--- src/rtl/symbol_packer_if.sv ---
// symbol_packer_if: stream-in / word-out bundle for symbol_packer.
//   en        - stream enable shared with the upstream decoder
//   din       - symbol presented by the decoder (DW bits)
//   out_ready - consumer accepts the head word this cycle
//   out_valid - output queue non-empty
//   dout      - head word (DW*PACK bits), 0 while the queue is empty
//   overflow  - sticky: a completed word was dropped on a full queue
//   word_cnt  - number of words accepted into the queue, wraps 255->0
// The packer uses the slave modport; the stream source/consumer uses master.
interface symbol_packer_if #(
  parameter int DW   = 4,
  parameter int PACK = 4
);
  logic                 en;
  logic [DW-1:0]        din;
  logic                 out_ready;
  logic                 out_valid;
  logic [DW*PACK-1:0]   dout;
  logic                 overflow;
  logic [7:0]           word_cnt;

  modport master (
    output en, din, out_ready,
    input  out_valid, dout, overflow, word_cnt
  );

  modport slave (
    input  en, din, out_ready,
    output out_valid, dout, overflow, word_cnt
  );
endinterface

--- src/rtl/symbol_packer.sv ---
// symbol_packer: samples each decoder symbol once (the decoder holds every
// symbol for REP enabled cycles), packs PACK consecutive symbols LSB-lane
// first into one word, and queues finished words in a DEPTH-entry FIFO with
// a valid/ready output. A word completed while the queue is full and not
// popping is dropped and sets the sticky overflow flag.
// Ports:
//   clk - clock, rising edge
//   rst - asynchronous reset, active-high
//   bus - symbol_packer_if.slave (en, din, out_ready in; out_valid, dout,
//         overflow, word_cnt out)
module symbol_packer #(
  parameter int DW    = 4,
  parameter int PACK  = 4,
  parameter int REP   = 2,
  parameter int DEPTH = 2
) (
  input  logic            clk,
  input  logic            rst,
  symbol_packer_if.slave  bus
);
  localparam int WW = DW * PACK;
  localparam int PW = (REP  > 1) ? $clog2(REP)  : 1;
  localparam int LW = (PACK > 1) ? $clog2(PACK) : 1;
  localparam int AW = $clog2(DEPTH);

  localparam logic [PW-1:0] PHASE_LAST = PW'(REP - 1);
  localparam logic [LW-1:0] LANE_LAST  = LW'(PACK - 1);

  logic [PW-1:0] phase;
  logic [LW-1:0] lane;
  logic [WW-1:0] partial;
  logic [WW-1:0] word_next;

  // Pointers carry one extra wrap bit so full and empty are distinguishable.
  logic [AW:0]   rd;
  logic [AW:0]   wr;
  logic [WW-1:0] mem [DEPTH];

  logic sample, push, pop, empty, full, push_ok;

  // The last enabled cycle of each held symbol is the one that samples it.
  assign sample  = bus.en && (phase == PHASE_LAST);
  assign push    = sample && (lane == LANE_LAST);
  assign empty   = (rd == wr);
  assign full    = (rd[AW-1:0] == wr[AW-1:0]) && (rd[AW] != wr[AW]);
  assign pop     = !empty && bus.out_ready;
  // A pop on the same edge frees the slot the push needs.
  assign push_ok = push && (!full || pop);

  // Insert the current symbol into its lane; on the last lane this is the
  // completed word, since the upper lanes of partial are still zero.
  always_comb begin
    // NOTE: assign a full default before the partial overwrite so every bit is
    // driven on every path and no latch is inferred.
    word_next = partial;
    word_next[lane*DW +: DW] = bus.din;
  end

  // Symbol sampling and packing. Dropping en discards any incomplete word.
  // NOTE: all sequential state uses non-blocking assignments so every register
  // sees pre-edge values regardless of statement order.
  always_ff @(posedge clk or posedge rst) begin
    if (rst) begin
      phase   <= '0;
      lane    <= '0;
      partial <= '0;
    end else if (!bus.en) begin
      phase   <= '0;
      lane    <= '0;
      partial <= '0;
    end else begin
      phase <= (phase == PHASE_LAST) ? '0 : phase + 1'b1;
      if (sample) begin
        if (lane == LANE_LAST) begin
          lane    <= '0;
          partial <= '0;
        end else begin
          lane    <= lane + 1'b1;
          partial <= word_next;
        end
      end
    end
  end

  // Queue pointers, word counter and sticky overflow. These keep running
  // while en is low so the consumer can still drain the queue.
  always_ff @(posedge clk or posedge rst) begin
    if (rst) begin
      rd           <= '0;
      wr           <= '0;
      bus.word_cnt <= '0;
      bus.overflow <= 1'b0;
    end else begin
      if (pop)     rd <= rd + 1'b1;
      if (push_ok) begin
        wr           <= wr + 1'b1;
        bus.word_cnt <= bus.word_cnt + 8'd1;
      end
      if (push && !push_ok) bus.overflow <= 1'b1;
    end
  end

  // NOTE: the storage array is deliberately not reset; the pointers define
  // which entries are valid and dout is forced to 0 while empty.
  always_ff @(posedge clk) begin
    if (push_ok) mem[wr[AW-1:0]] <= word_next;
  end

  assign bus.out_valid = !empty;
  assign bus.dout      = empty ? '0 : mem[rd[AW-1:0]];
endmodule
--- src/flat_wrapper.sv ---
// flat-port wrapper written by rule: the top's interface ports become plain ports
module symbol_packer_flat 
#(
  parameter int DW    = 4,
  parameter int PACK  = 4,
  parameter int REP   = 2,
  parameter int DEPTH = 2
)
  (clk, rst, bus_en, bus_din, bus_out_ready, bus_out_valid, bus_dout, bus_overflow, bus_word_cnt);
  symbol_packer_if #(.DW(DW), .PACK(PACK)) bus_i ();
  input  logic clk;
  input  logic rst;
  input wire logic [$bits(bus_i.en)-1:0] bus_en;
  input wire logic [$bits(bus_i.din)-1:0] bus_din;
  input wire logic [$bits(bus_i.out_ready)-1:0] bus_out_ready;
  output wire logic [$bits(bus_i.out_valid)-1:0] bus_out_valid;
  output wire logic [$bits(bus_i.dout)-1:0] bus_dout;
  output wire logic [$bits(bus_i.overflow)-1:0] bus_overflow;
  output wire logic [$bits(bus_i.word_cnt)-1:0] bus_word_cnt;
  assign bus_i.en = bus_en;
  assign bus_i.din = bus_din;
  assign bus_i.out_ready = bus_out_ready;
  assign bus_out_valid = bus_i.out_valid;
  assign bus_dout = bus_i.dout;
  assign bus_overflow = bus_i.overflow;
  assign bus_word_cnt = bus_i.word_cnt;
  symbol_packer #(.DW(DW), .PACK(PACK), .REP(REP), .DEPTH(DEPTH)) u_core (.clk(clk), .rst(rst), .bus(bus_i));
endmodule
--- config.mk ---
export PLATFORM = sky130hd
export DESIGN_NAME = symbol_packer_flat
export DESIGN_NICKNAME = d
export VERILOG_FILES = /design/src/rtl/symbol_packer_if.sv /design/src/rtl/symbol_packer.sv /design/src/flat_wrapper.sv
export SDC_FILE = /design/constraint.sdc
export NUM_CORES = 1
export LEC_CHECK = 0
export BUFFER_PORTS_ARGS = -buffer_cell sky130_fd_sc_hd__buf_2
export CORE_ASPECT_RATIO = 1.4
export CORE_MARGIN = 2
export CORE_UTILIZATION = 55
export DETAILED_ROUTE_END_ITERATION = 10
export PLACE_DENSITY = 0.75
export SYNTH_ARGS = -nofsm -noshare
export SYNTH_HDL_FRONTEND = slang
export SYNTH_SLANG_ARGS = --single-unit
--- constraint.sdc ---
create_clock -name clk -period 4.8 [get_ports clk]
set_clock_uncertainty 0.05 [all_clocks]
set_input_delay 0.48 -clock clk [delete_from_list [all_inputs] [get_ports clk]]
set_output_delay 0.48 -clock clk [all_outputs]
set_load 0.01 [all_outputs]
* Word-level counts from Yosys, hierarchy flattened
Memories as Yosys holds them, arrays and structs flattened.
Index checks and enable logic that the tools add are counted.
** Word-level totals
- Register bits after elaboration :: 32
- Bits in writable memories :: 32
- Output and inout port bits :: 26
- Word-level logic and storage cells :: 43
- Memories kept :: 1
** Operators by class
- Add/subtract/negate cells :: 6
- Equal/unequal tests :: 5
- Shift operators :: 2
- Muxes and demuxes :: 12
- Reductions and logical operators :: 10
** Memory list
- u_core.mem :: words 2, bits a word 16, rd ports 1, clocked after Yosys merged registers in 0, wr ports 1, RTL line symbol_packer.sv:37 : logic [WW-1:0] mem [DEPTH];
** Operators by type and width (number)
- $mux 16 :: 4
- $neg 4->34 :: 1
- $shift 4x34->16 const A :: 1
- $shiftx 4x34->16 :: 1
- $bwmux 16 :: 1
- $add 8x1->8 const B :: 1
- $add 2x1->2 const B :: 3
- $logic_and 1x1->1 :: 6
- $mux 2 :: 3
- $mux 1 :: 4
- $logic_not 1->1 :: 3
- $eq 2x2->1 :: 1
- $eq 2x2->1 const B :: 1
- $ne 2x1->1 const B :: 1
- $add 1x1->1 const B :: 1
- $eq 1x1->1 :: 1
- $logic_or 1x1->1 :: 1
- $ne 1x1->1 :: 1

* Logic depth before layout (Yosys ltp)
- Depth after elaboration :: 7
- Depth in mapped cells :: 6
- Mapped depth without buffers :: 6

* Least setup slack after synthesis
Ideal clock, no wire load.
- Path kind :: register to register
- Start point :: reg u_core.lane[0]
- End point :: mem u_core.mem[0][0] (netlist name), enable pin
- Setup time :: 409 ps
- Arrival :: 2049 ps
- Data required time :: 4341 ps
- Setup slack :: 2292 ps
- Cell stages (with the launch flop) :: 4
- Cell sequence :: dfrtp_1 -> ha_1 -> nand3_1 -> nor3_1
** On the way
- Longest elaborated chain between the ends :: 5
** RTL lines
- start, declared :: RTL line symbol_packer.sv:30 : logic [LW-1:0] lane;
- start signal, assigned :: RTL line symbol_packer.sv:78 : lane <= lane + 1'b1;
- $eq 2x2->1 :: RTL line symbol_packer.sv:43 : assign push = sample && (lane == LANE_LAST);
- $logic_and 1x1->1 :: RTL line symbol_packer.sv:43
- $logic_and 1x1->1 :: RTL line symbol_packer.sv:48 : assign push_ok = push && (!full || pop);
- $mux 1 :: RTL line symbol_packer.sv:106 : if (push_ok) mem[wr[AW-1:0]] <= word_next;
- $mux 1 (implied by the code) :: RTL line symbol_packer.sv:106
- end, declared :: RTL line symbol_packer.sv:37
No other way between the ends.

* Worst setup path after layout
- Start point :: reg u_core.wr[0]
- End point :: out bus_dout[7]
** On the way
- Longest elaborated chain between the ends :: 2
** RTL lines
- start, declared :: RTL line symbol_packer.sv:36 : logic [AW:0] wr;
- start signal, assigned :: RTL line symbol_packer.sv:96 : wr <= wr + 1'b1;
- $eq 2x2->1 :: RTL line symbol_packer.sv:44 : assign empty = (rd == wr);
- $mux 16 :: RTL line symbol_packer.sv:110 : assign bus.dout = empty ? '0 : mem[rd[AW-1:0]];
- end, declared :: RTL line flat_wrapper.sv:17 : output wire logic [$bits(bus_i.dout)-1:0] bus_dout;
No other way between the ends.

==> flow_metrics.py <==
metrics = {
    "setup_path": {
        "critical_path.startpoint": "u_core.wr[0]",
        "cp_top_family": "simple AND/OR/NAND/NOR gates",
        "crit_required_ps": 4270,
        "cp_max_fo": 17,
        "critical_path_depth": 4,
        "cp-end-kind": "primary output",
        "worst-path-buf-inv": 1,
        "crit_slowest_cell": "nor2_1",
        "crit_top_cell": "nor2_1",
        "cpPeakStageDelay_ps": 840,
        "cp-start-kind": "flip-flop",
        "cp_cell_sequence": "xor2_1 > nor2_1 > nor2_1 > buf_2",
        "crit_arrival_ps": 2150,
        "reg2reg_depth": 3,
        "crit_type": "reg -> out",
        "r2r-start": "u_core.lane[0]",
    },
    "detailed_routing": {
        "wl_um": 4950,
        "drtAntennaViolNets": 0,
        "dr.first_iter.drc_count": 38,
        "drc": 0,
        "drt_pre_antenna_iters": 4,
        "post_drt_wl_per_cell_um": 14.1,
        "vias": 1886,
        "viasPerCell": 5.39,
    },
    "clocking": {
        "ctsResizeCount": 0,
        "clk-insertion-delay-late_ps": 330,
        "cts_made_buffers": 9,
        "postCtsSetupRepairBufs": 0,
        "cts.clk_slew.worst_paths_ps": 70,
        "cts_htree_levels": 3,
        "cts_tree": "done",
        "cts_root_buffer": "clkbuf_8",
        "cts.sinks": 64,
        "clockBufferDepth": 2,
        "hold_buffers": 0,
    },
    "floorplanning": {
        "die-height_um": 89.2,
        "die_w_um": 64.9,
        "start_util": 0.561,
        "rows": 31,
        "io_pins": 34,
        "die-area_um2": 5790,
        "fp.coreArea_um2": 5080,
    },
    "global_routing": {
        "grt_start_max_net_pins": 33,
        "grt_pass1_wl_um": 8250,
        "grt_util_all_layers": 0.193,
        "grt_pass1_vias": 1811,
        "grt_antenna_before_repair": 0,
        "grt_overflow": 0,
    },
    "synthesis": {
        "ys_async_sr_fraction": 0.500,
        "syn_area_um2": 2850,
        "ys_seq_area_frac": 0.618,
        "synth_edf_count": 32,
        "synth_fp_nets": 253,
        "avgSynthCellArea_um2": 12.0,
        "synthTopCellsByArea": "edfxtp_1, dfrtp_1, mux2i_1",
        "synth_cell_types": 29,
        "synth_top_area_share": 0.337,
        "synth_top_cell_by_area": "edfxtp_1",
        "synth_seq_cells": 64,
        "syn_inst": 238,
        "synth_ff_type": "edfxtp_1",
        "yosys-top-cells-count": "dfrtp_1, edfxtp_1, nand2_1, nor2_1, o21ai_0",
        "yosysWarnings": 0,
    },
    "timing": {
        "finalHoldViolCount": 0,
        "setup_violations": 0,
        "fin_crit_sh": 0.558,
        "rsz0062_at_grt": "no",
        "fin_crit_ps": 2680,
        "slew_viol_final": 0,
        "fmax_mhz": 373,
        "relSlewSlack": 0.201,
        "worstMarginPinSlew_ps": 1190,
        "tns_ps": 0,
    },
    "power": {
        "irDropWorstVdd_mv": 0.297,
        "p_leak_nw": 1.43,
        "power_density_nw_per_um2": 419,
        "total_power_mw": 1.37,
    },
    "layout": {
        "layout-drive-gt1-share": 0.197,
        "regArea_um2": 1760,
        "antenna_cells": 0,
        "final_nets": 294,
        "fill_cells": 445,
        "final_cells": 350,
        "multi_input_area_um2": 990,
        "final_util": 0.644,
        "area_growth_syn_to_layout_pct": 14.7,
    },
    "place": {
        "dp_hpwl_um": 3540,
        "routabilityCongestion": 0.913,
        "dp.cells": 334,
        "port_buffers": 33,
    },
    "flow_run": {
        "cap_violations": 0,
    },
    "status": {
        "status": "finished, final reports clean",
    },
    "hold_path": {
        "hp-class": "in -> async",
    },
}
-- cells in the final DEF (no fill, tap or decap), drive strengths merged, types with 2 or more instances in the layout --
cell | Yosys | routed
a22o | 4 | 4
and3 | 2 | 2
and4 | 2 | 2
buf | 3 | 35
clkbuf | 2 | 10
clkinv | 0 | 3
clkinvlp | 0 | 2
dfrtp | 32 | 32
edfxtp | 32 | 32
ha | 7 | 7
inv | 19 | 19
mux2i | 18 | 18
nand2 | 23 | 23
nand3 | 8 | 8
nand4 | 6 | 6
nor2 | 22 | 22
nor2b | 3 | 3
nor3 | 2 | 2
o21ai | 20 | 20
o22ai | 12 | 12
xnor2 | 9 | 9
xor2 | 6 | 6
-- worst reg2reg max path, delay by kind of cell (launching register included) --
family	cells	cell delay [ps]
simple gates	2	1120
flops	1	520
fa+ha+maj	1	340
-- final cells by class --
cell class              count  share of cell area
clock inverters             6              0.0183
multi-input cells         150               0.302
repair buffers             35              0.0550
well taps                  66              0.0252
inverters                  19              0.0218
flip-flops and latches     64               0.538
clock buffers              10              0.0390
-- sequential cells by signal (all words and copies together) (netlist names) --
register	cells
u_core.wr	2
u_core.bus.overflow	1
u_core.mem	32
u_core.rd	2
u_core.partial	16
u_core.phase	1
u_core.lane	2
u_core.bus.word_cnt	8
-- stage by stage --
stage          setup slack (ps)  hold slack (ps)  cell area (um^2)
6_report                   2120              161              3270
5_1_grt                    1900              223              3270
3_3_place_gp               2460              415              3090
3_5_place_dp               2340              419              3090
4_1_cts                    2030              164              3270
2_1_floorplan              2290              419              2850
-- report_power, final --
part	switching, mW	internal (mW)
logic	0.195	0.133
registers	0.0203	0.593
clock network	0.194	0.237
-- path summary, 6_finish.rpt --
path / to / slack, ps
max in group asynchronous: u_core.partial[11] / 4250
max reg2reg: u_core.mem[0][10] / 2370
max: bus_dout[7] / 2120
min: u_core.bus.word_cnt[7] / 160
min in group clk: u_core.bus.word_cnt[7] / 430
min reg2reg: u_core.bus.word_cnt[7] / 430
-- metal layers --
layer,wire length (um),track usage
met5,0,0
met2,2570,0.328
met4,138,0.110
met3,196,0.0504
met1,2050,0.222
-- cell families (layout without fill, tap and decap cells) --
family,count (synthesis),count (layout),synth area share
adder cells (fa/ha/maj),7,7,0.0307
buffers and inverters,24,70,0.0373
multiplexers,19,19,0.0671
AND/OR/NAND/NOR,70,70,0.112
flip-flops,64,64,0.618
AO/OA/AOI/OAI,39,39,0.0864
XOR/XNOR,15,15,0.0487
(Power assumes the default switching activity.)
